==> config.mk <==
export PLATFORM = sky130hd
export DESIGN_NAME = pulse_blinker
export DESIGN_NICKNAME = d
export VERILOG_FILES = /design/src/rtl/pulse_blinker_pkg.sv /design/src/rtl/pulse_blinker_blink_timer.sv /design/src/rtl/pulse_blinker.sv
export SDC_FILE = /design/constraint.sdc
export NUM_CORES = 1
export LEC_CHECK = 0
export ABC_AREA = 1
export CORE_UTILIZATION = 33
export DETAILED_ROUTE_END_ITERATION = 12
export HOLD_SLACK_MARGIN = 0.03
export PLACE_DENSITY = 0.6
export REMOVE_ABC_BUFFERS = 1
export SLEW_MARGIN = 10
export SYNTH_ARGS = -nofsm -noshare
export SYNTH_HDL_FRONTEND = slang
export SYNTH_HIERARCHICAL = 1
export SYNTH_SLANG_ARGS = --single-unit
==> constraint.sdc <==
create_clock -name clk -period 2.99 [get_ports clk]
set_clock_uncertainty 0.1 [all_clocks]
set_input_delay 0.299 -clock clk [delete_from_list [all_inputs] [get_ports clk]]
set_output_delay 0.299 -clock clk [all_outputs]
set_load 0.03 [all_outputs]
==> src/rtl/pulse_blinker_pkg.sv <==
// Shared definitions for the pulse blinker: FSM state encoding and sizing helpers
// for the pending-blink counter and the blink timer.
package pulse_blinker_pkg;

    typedef enum logic [1:0] {
        S_IDLE = 2'd0,
        S_ON   = 2'd1,
        S_GAP  = 2'd2
    } state_t;

    // Saturation value of a pending counter that is w bits wide.
    function automatic int unsigned pend_max(input int unsigned w);
        return (32'd1 << w) - 32'd1;
    endfunction

    function automatic int unsigned max_u(input int unsigned a, input int unsigned b);
        return (a > b) ? a : b;
    endfunction

    // The timer only ever holds ON_CYCLES-1 or OFF_CYCLES-1, sized with one spare count.
    function automatic int unsigned timer_w(input int unsigned on_c, input int unsigned off_c);
        return $clog2(max_u(on_c, off_c) + 32'd1);
    endfunction

endpackage

==> src/rtl/pulse_blinker_blink_timer.sv <==
// Loadable down-counter that parks at zero; reports when it has reached zero.
module blink_timer #(
    parameter int unsigned W = 1
) (
    input  logic         clk,
    input  logic         rst,
    input  logic         load,
    input  logic [W-1:0] load_val,
    output logic         zero
);

    logic [W-1:0] cnt_q, cnt_d;

    always_comb begin
        cnt_d = cnt_q;
        if (load) begin
            cnt_d = load_val;
        end else if (cnt_q != '0) begin
            cnt_d = cnt_q - 1'b1;
        end
    end

    always_ff @(posedge clk) begin
        if (rst) begin
            cnt_q <= '0;
        end else begin
            cnt_q <= cnt_d;
        end
    end

    assign zero = (cnt_q == '0);

endmodule

==> src/rtl/pulse_blinker.sv <==
// Turns 1-cycle event pulses into LED blinks (ON_CYCLES high, OFF_CYCLES low),
// queueing events that arrive mid-blink in a saturating pending counter.
module pulse_blinker
    import pulse_blinker_pkg::*;
#(
    parameter int unsigned ON_CYCLES  = 5_000_000,
    parameter int unsigned OFF_CYCLES = 5_000_000,
    parameter int unsigned PEND_W     = 4
) (
    input  logic              clk,
    input  logic              rst,
    input  logic              pulse_in,
    output logic              led_out,
    output logic              busy,
    output logic [PEND_W-1:0] pending,
    output logic              overflow
);

    localparam int unsigned       TMR_W    = timer_w(ON_CYCLES, OFF_CYCLES);
    localparam logic [PEND_W-1:0] PEND_MAX = PEND_W'(pend_max(PEND_W));
    localparam logic [TMR_W-1:0]  ON_LOAD  = TMR_W'(ON_CYCLES - 1);
    localparam logic [TMR_W-1:0]  OFF_LOAD = TMR_W'(OFF_CYCLES - 1);

    state_t            state_q, state_d;
    logic [PEND_W-1:0] pend_q, pend_d;
    logic              ovf_q, ovf_d;
    logic              start;
    logic              tmr_load;
    logic [TMR_W-1:0]  tmr_val;
    logic              tmr_zero;

    blink_timer #(
        .W(TMR_W)
    ) u_timer (
        .clk     (clk),
        .rst     (rst),
        .load    (tmr_load),
        .load_val(tmr_val),
        .zero    (tmr_zero)
    );

    // A blink may begin from IDLE or on the final GAP cycle, so back-to-back blinks skip IDLE.
    always_comb begin
        start = ((state_q == S_IDLE) || ((state_q == S_GAP) && tmr_zero))
                && ((pend_q != '0) || pulse_in);
    end

    always_comb begin
        state_d  = state_q;
        tmr_load = 1'b0;
        tmr_val  = ON_LOAD;
        case (state_q)
            S_IDLE: begin
                if (start) begin
                    state_d  = S_ON;
                    tmr_load = 1'b1;
                end
            end
            S_ON: begin
                if (tmr_zero) begin
                    state_d  = S_GAP;
                    tmr_load = 1'b1;
                    tmr_val  = OFF_LOAD;
                end
            end
            S_GAP: begin
                if (tmr_zero) begin
                    if (start) begin
                        state_d  = S_ON;
                        tmr_load = 1'b1;
                    end else begin
                        state_d = S_IDLE;
                    end
                end
            end
            default: state_d = S_IDLE;
        endcase
    end

    // A start with nothing queued consumes pulse_in directly; otherwise inc/dec cancel.
    always_comb begin
        pend_d = pend_q;
        ovf_d  = ovf_q;
        if (start && (pend_q == '0)) begin
            pend_d = pend_q;
        end else if (pulse_in && start) begin
            pend_d = pend_q;
        end else if (pulse_in) begin
            if (pend_q != PEND_MAX) begin
                pend_d = pend_q + 1'b1;
            end else begin
                ovf_d = 1'b1;
            end
        end else if (start) begin
            pend_d = pend_q - 1'b1;
        end
    end

    always_ff @(posedge clk) begin
        if (rst) begin
            state_q <= S_IDLE;
            pend_q  <= '0;
            ovf_q   <= 1'b0;
        end else begin
            state_q <= state_d;
            pend_q  <= pend_d;
            ovf_q   <= ovf_d;
        end
    end

    assign led_out  = (state_q == S_ON);
    assign busy     = (state_q != S_IDLE);
    assign pending  = pend_q;
    assign overflow = ovf_q;

endmodule

==> summary by stage <==
Run status
The flow ran to the end, and the final reports show no timing, DRC or antenna violations.

STA
Setup repair after global routing left no endpoint under its margin. Of the available clock period, the critical path in the final layout requires between 80% and 90%. The number of pins exceeding their max-slew limit in the final report is 0.

The actual slew at the worst max-slew pin is 0.726 ns. The max-slew headroom at the worst pin is ~51%. The count of final hold-check violations is 0. The aggregate negative setup slack is 0 ns. Setup violations remaining at the end of the flow were counted as 0. Derived from the worst setup path, the maximum achievable clock frequency is slightly below 400 MHz. The smallest clock period supported by the final layout is computed as 2.51 ns. The worst hold-check slack is approximately 0.34 ns.

Floorplan
The row count is 27. The die footprint is 6320 µm². Measured along the x axis, the die boundary spans 79.5 µm. Once the floorplan was initialized, standard cells occupied 35.2% of the core. The core region is around 5600 µm².

In this run the count of I/O pins placed on the die edge is 10. The chip height is slightly below 80 µm.

Worst hold path
The tightest min-delay check is of the reg -> reg type. The number of cells on the worst hold path is 1. In this run the most critical hold path is launched from u_timer/cnt_q[0].

Global routing
The peak-usage layer in the global routing report is met2. The number of antenna violations at the first check in global routing is 0. The via count of the first global-routing pass came to about 1,800. The met2 track demand over resource in global routing is between 20% and 30%. The routing usage on met1 is approximately 20%. The pin count of the biggest net entering global routing is 25. The total global-route track usage is around 16%. The first-pass GRT wire length is 7.81 mm.

For met3 alone, demand over resource in global routing was ~3.1%. The total overflow left after global routing is 0.

Setup path
The nature of the critical path startpoint is a flip-flop. In this run the number of cells on the critical path is 14. Counting cells, the worst reg-to-reg path comes to 14.

Among the stages of the critical path, the cell type that occurs most often is nand2_2. In this run the worst path has a maximum fanout of 15. The number of buffers and inverters on the critical path is 2.

The path type of the worst setup path is reg -> reg. The beginning of the critical path is u_timer/cnt_q[0]. Data on the critical path is required at its endpoint by approximately 3.1 ns. The signal on the critical path passes through inv_1, ha_1, nand2_2, nor2_4, nand3_2, nor2_4, nand2_1, nand2_2, o21ai_0, nand2_1, inv_1, nand2_2, nand2_2, nor3_1. The startpoint identified for the worst register-to-register timing path is u_timer/cnt_q[0]. The data arrival time of the critical path is about 2.6 ns. Setup slack on the worst reg-to-reg path comes out at approximately 0.48 ns. The delay contributed by the slowest stage of the critical path is between 0.3 and 0.4 ns. The type of element capturing the critical path is a flip-flop.

On the critical path, the stage with the largest delay is an instance of dfxtp_1. The cell family contributing the most delay on the critical path is simple AND/OR/NAND/NOR gates.

Pwr
The internal power consumption is 1.28 mW. Net switching is 51.8% of the power. IR analysis of the VDD net gives a maximum drop of ~0.43 mV. The logic gate share of total power is between 60% and 70%. The power dissipated by switching net loads is about 1.4 mW. The share of total power dissipated in sequential elements is between 20% and 30%. Summed over all cells, the static leakage comes to between 1 and 1.5 nW. The proportion of power drawn by the clock network is ~12%.

Summing internal, switching and leakage power gives ~2.7 mW. For this design the ratio of total power to cell area is around 1200 nW/µm².

Logic synthesis
The total of flip-flops plus latches after synthesis is 30. The number of unique standard cell types used by synthesis is 29. Synthesis produced 320 cells.

Sorting the synthesized cells by area gives the leading types as dfxtp_1 (30%), nand2_1 (19%), nor2_1 (9.8%). The cell area after synthesis is approximately 2000 µm². The top cell type's share of synthesized area is around 30%. The biggest area contributor in the post-synthesis netlist is dfxtp_1. The yosys synthesis warning count is 6. The sequential element share of the synthesized area is a little under a third.

After synthesis, the mean cell area works out to roughly 6.2 µm².

Layout
The filler cells instantiated in the layout total approximately 600. Leaving out filler cells and counting taps, the final layout contains 423. The number of antenna repair diodes is 0. The most common cell after layout, fill and taps aside is nand2_1. The number of nets in the layout is 358. The cell area after layout is roughly 2300 µm².

Leaving out fill and tap cells, the most frequent cells in the layout are nand2_1 (98), nor2_1 (52), dfxtp_1 (30). From synthesis to final layout, the design area changed by 15.8%. In the final layout, the share of cells above drive strength 1 is 8.83%.

Place
In this run, placement finished with an instance count of between 400 and 500. The post-detailed-placement cell area is roughly 2200 µm². The congestion estimate from routability-driven global placement came to about 0.79. Detailed placement finished with a half-perimeter wire length of 3.39 mm. The count of buffers from port buffering is 9.

Drt
The first routing iteration left just under 70 violations. The detailed-route wire length per cell is roughly 11 µm. In the routed design, unresolved DRC markers number 0. The detail-routed via count per cell is 4.49. The number of iterations in the first detailed-routing pass is 4.

The remaining number of nets flagged by the antenna check after routing is 0. The via total after detailed routing is roughly 1,900. The wire length after detailed routing is around 4.5 mm.

Clocking
The clock-pin slew on the worst setup and hold paths is roughly 0.060 ns. The master cell of the clock root buffer is clkbuf_8. The number of buffers on the longest clock path is 2. The TritonCTS clock tree is built. The hold buffer count at cts is 0. Clock latency on the worst-skew pair, taken at its later pin, is between 0.2 and 0.3 ns. In this run the number of H-tree levels came out at 2. The clock net in this run drives a total of 30 sinks. In this run the post-CTS setup repair buffer count came out at 0. The clock buffer count from CTS is 5. The count of instances resized after the clock tree is built is 0.

Flow run
Max-cap violations in this run came to 0.
flip-flops by register name, indices dropped and copies added (netlist names):
name	cells
overflow	1
pending	4
state_q	2
u_timer/cnt_q	23
worst paths after layout:
check                                         to
worst max-delay path            u_timer/cnt_q[4]
worst min-delay path            u_timer/cnt_q[0]
worst max register to register  u_timer/cnt_q[4]
worst min register to register  u_timer/cnt_q[0]
cells in the mapped netlist (all sizes together):
cell    instances
xor2           12
or2             2
xnor2           2
nor3            2
a21oi          27
nand3          22
fa              1
buf             3
nand3b          1
ha              3
o21ai           5
and2            1
conb            2
inv            32
nand2         106
nand4           7
nor2           57
dfxtp          30
clkbuf          5
worst register-to-register path: stages (launching register included):
cell and delay, ns:
dfxtp_1 0.32, inv_1 0.10, ha_1 0.23, nand2_2 0.11, nor2_4 0.17, nand3_2 0.10, nor2_4 0.20, nand2_1 0.10
nand2_2 0.10, o21ai_0 0.13, nand2_1 0.11, inv_1 0.21, nand2_2 0.22, nand2_2 0.12, nor3_1 0.13
per-layer routing:
| layer | vias to the layer above | part of all wire [%] |
|---|---|---|
| met5 | - | 0 |
| li1 | 1038 | - |
| met1 | 828 | 50 |
| met2 | 30 | 46 |
| met3 | 5 | 2.9 |
| met4 | 0 | 0.94 |
kinds of logic after synthesis:
family          Yosys count  synth area share [%]
buf+inv                  40                  8.01
flops                    30                  30.3
simple gates            198                  44.0
xor+xnor                 14                  6.18
other cells               2                 0.379
fa+ha+maj                 4                  2.90
compound gates           32                  8.26
through the flow:
| step | setup WS [ns] | util [%] |
|---|---|---|
| floorplan | 0.310 | - |
| global route | 0.147 | 40.7 |
| finish | 0.477 | 40.7 |
| CTS | 0.446 | 40.7 |
| global placement | 0.516 | 39.3 |
| detailed placement | 0.456 | 39.3 |
power by group through the flow:
| stage | logic [mW] | clock network, mW | registers [mW] |
|---|---|---|---|
| after floorplan | 1.24 | 0 | 0.735 |
| after global placement | 1.63 | 0 | 0.736 |
| after detailed placement | 1.63 | 0 | 0.739 |
| after CTS | 1.64 | 0.320 | 0.732 |
| after global routing | 1.87 | 0.338 | 0.751 |
| final | 1.63 | 0.306 | 0.729 |
area by class of cell:
cell class,instances,area [µm²],share of cell area [%]
Clock buffer,5,68.8,3.00
Clock inverter,2,10.0,0.436
Inverter,32,120,5.23
Multi-Input combinational cell,271,1300,56.7
Sequential cell,30,601,26.1
Tap cell,72,90.1,3.92
Timing Repair Buffer,11,105,4.58
(Power assumes the default switching activity.)
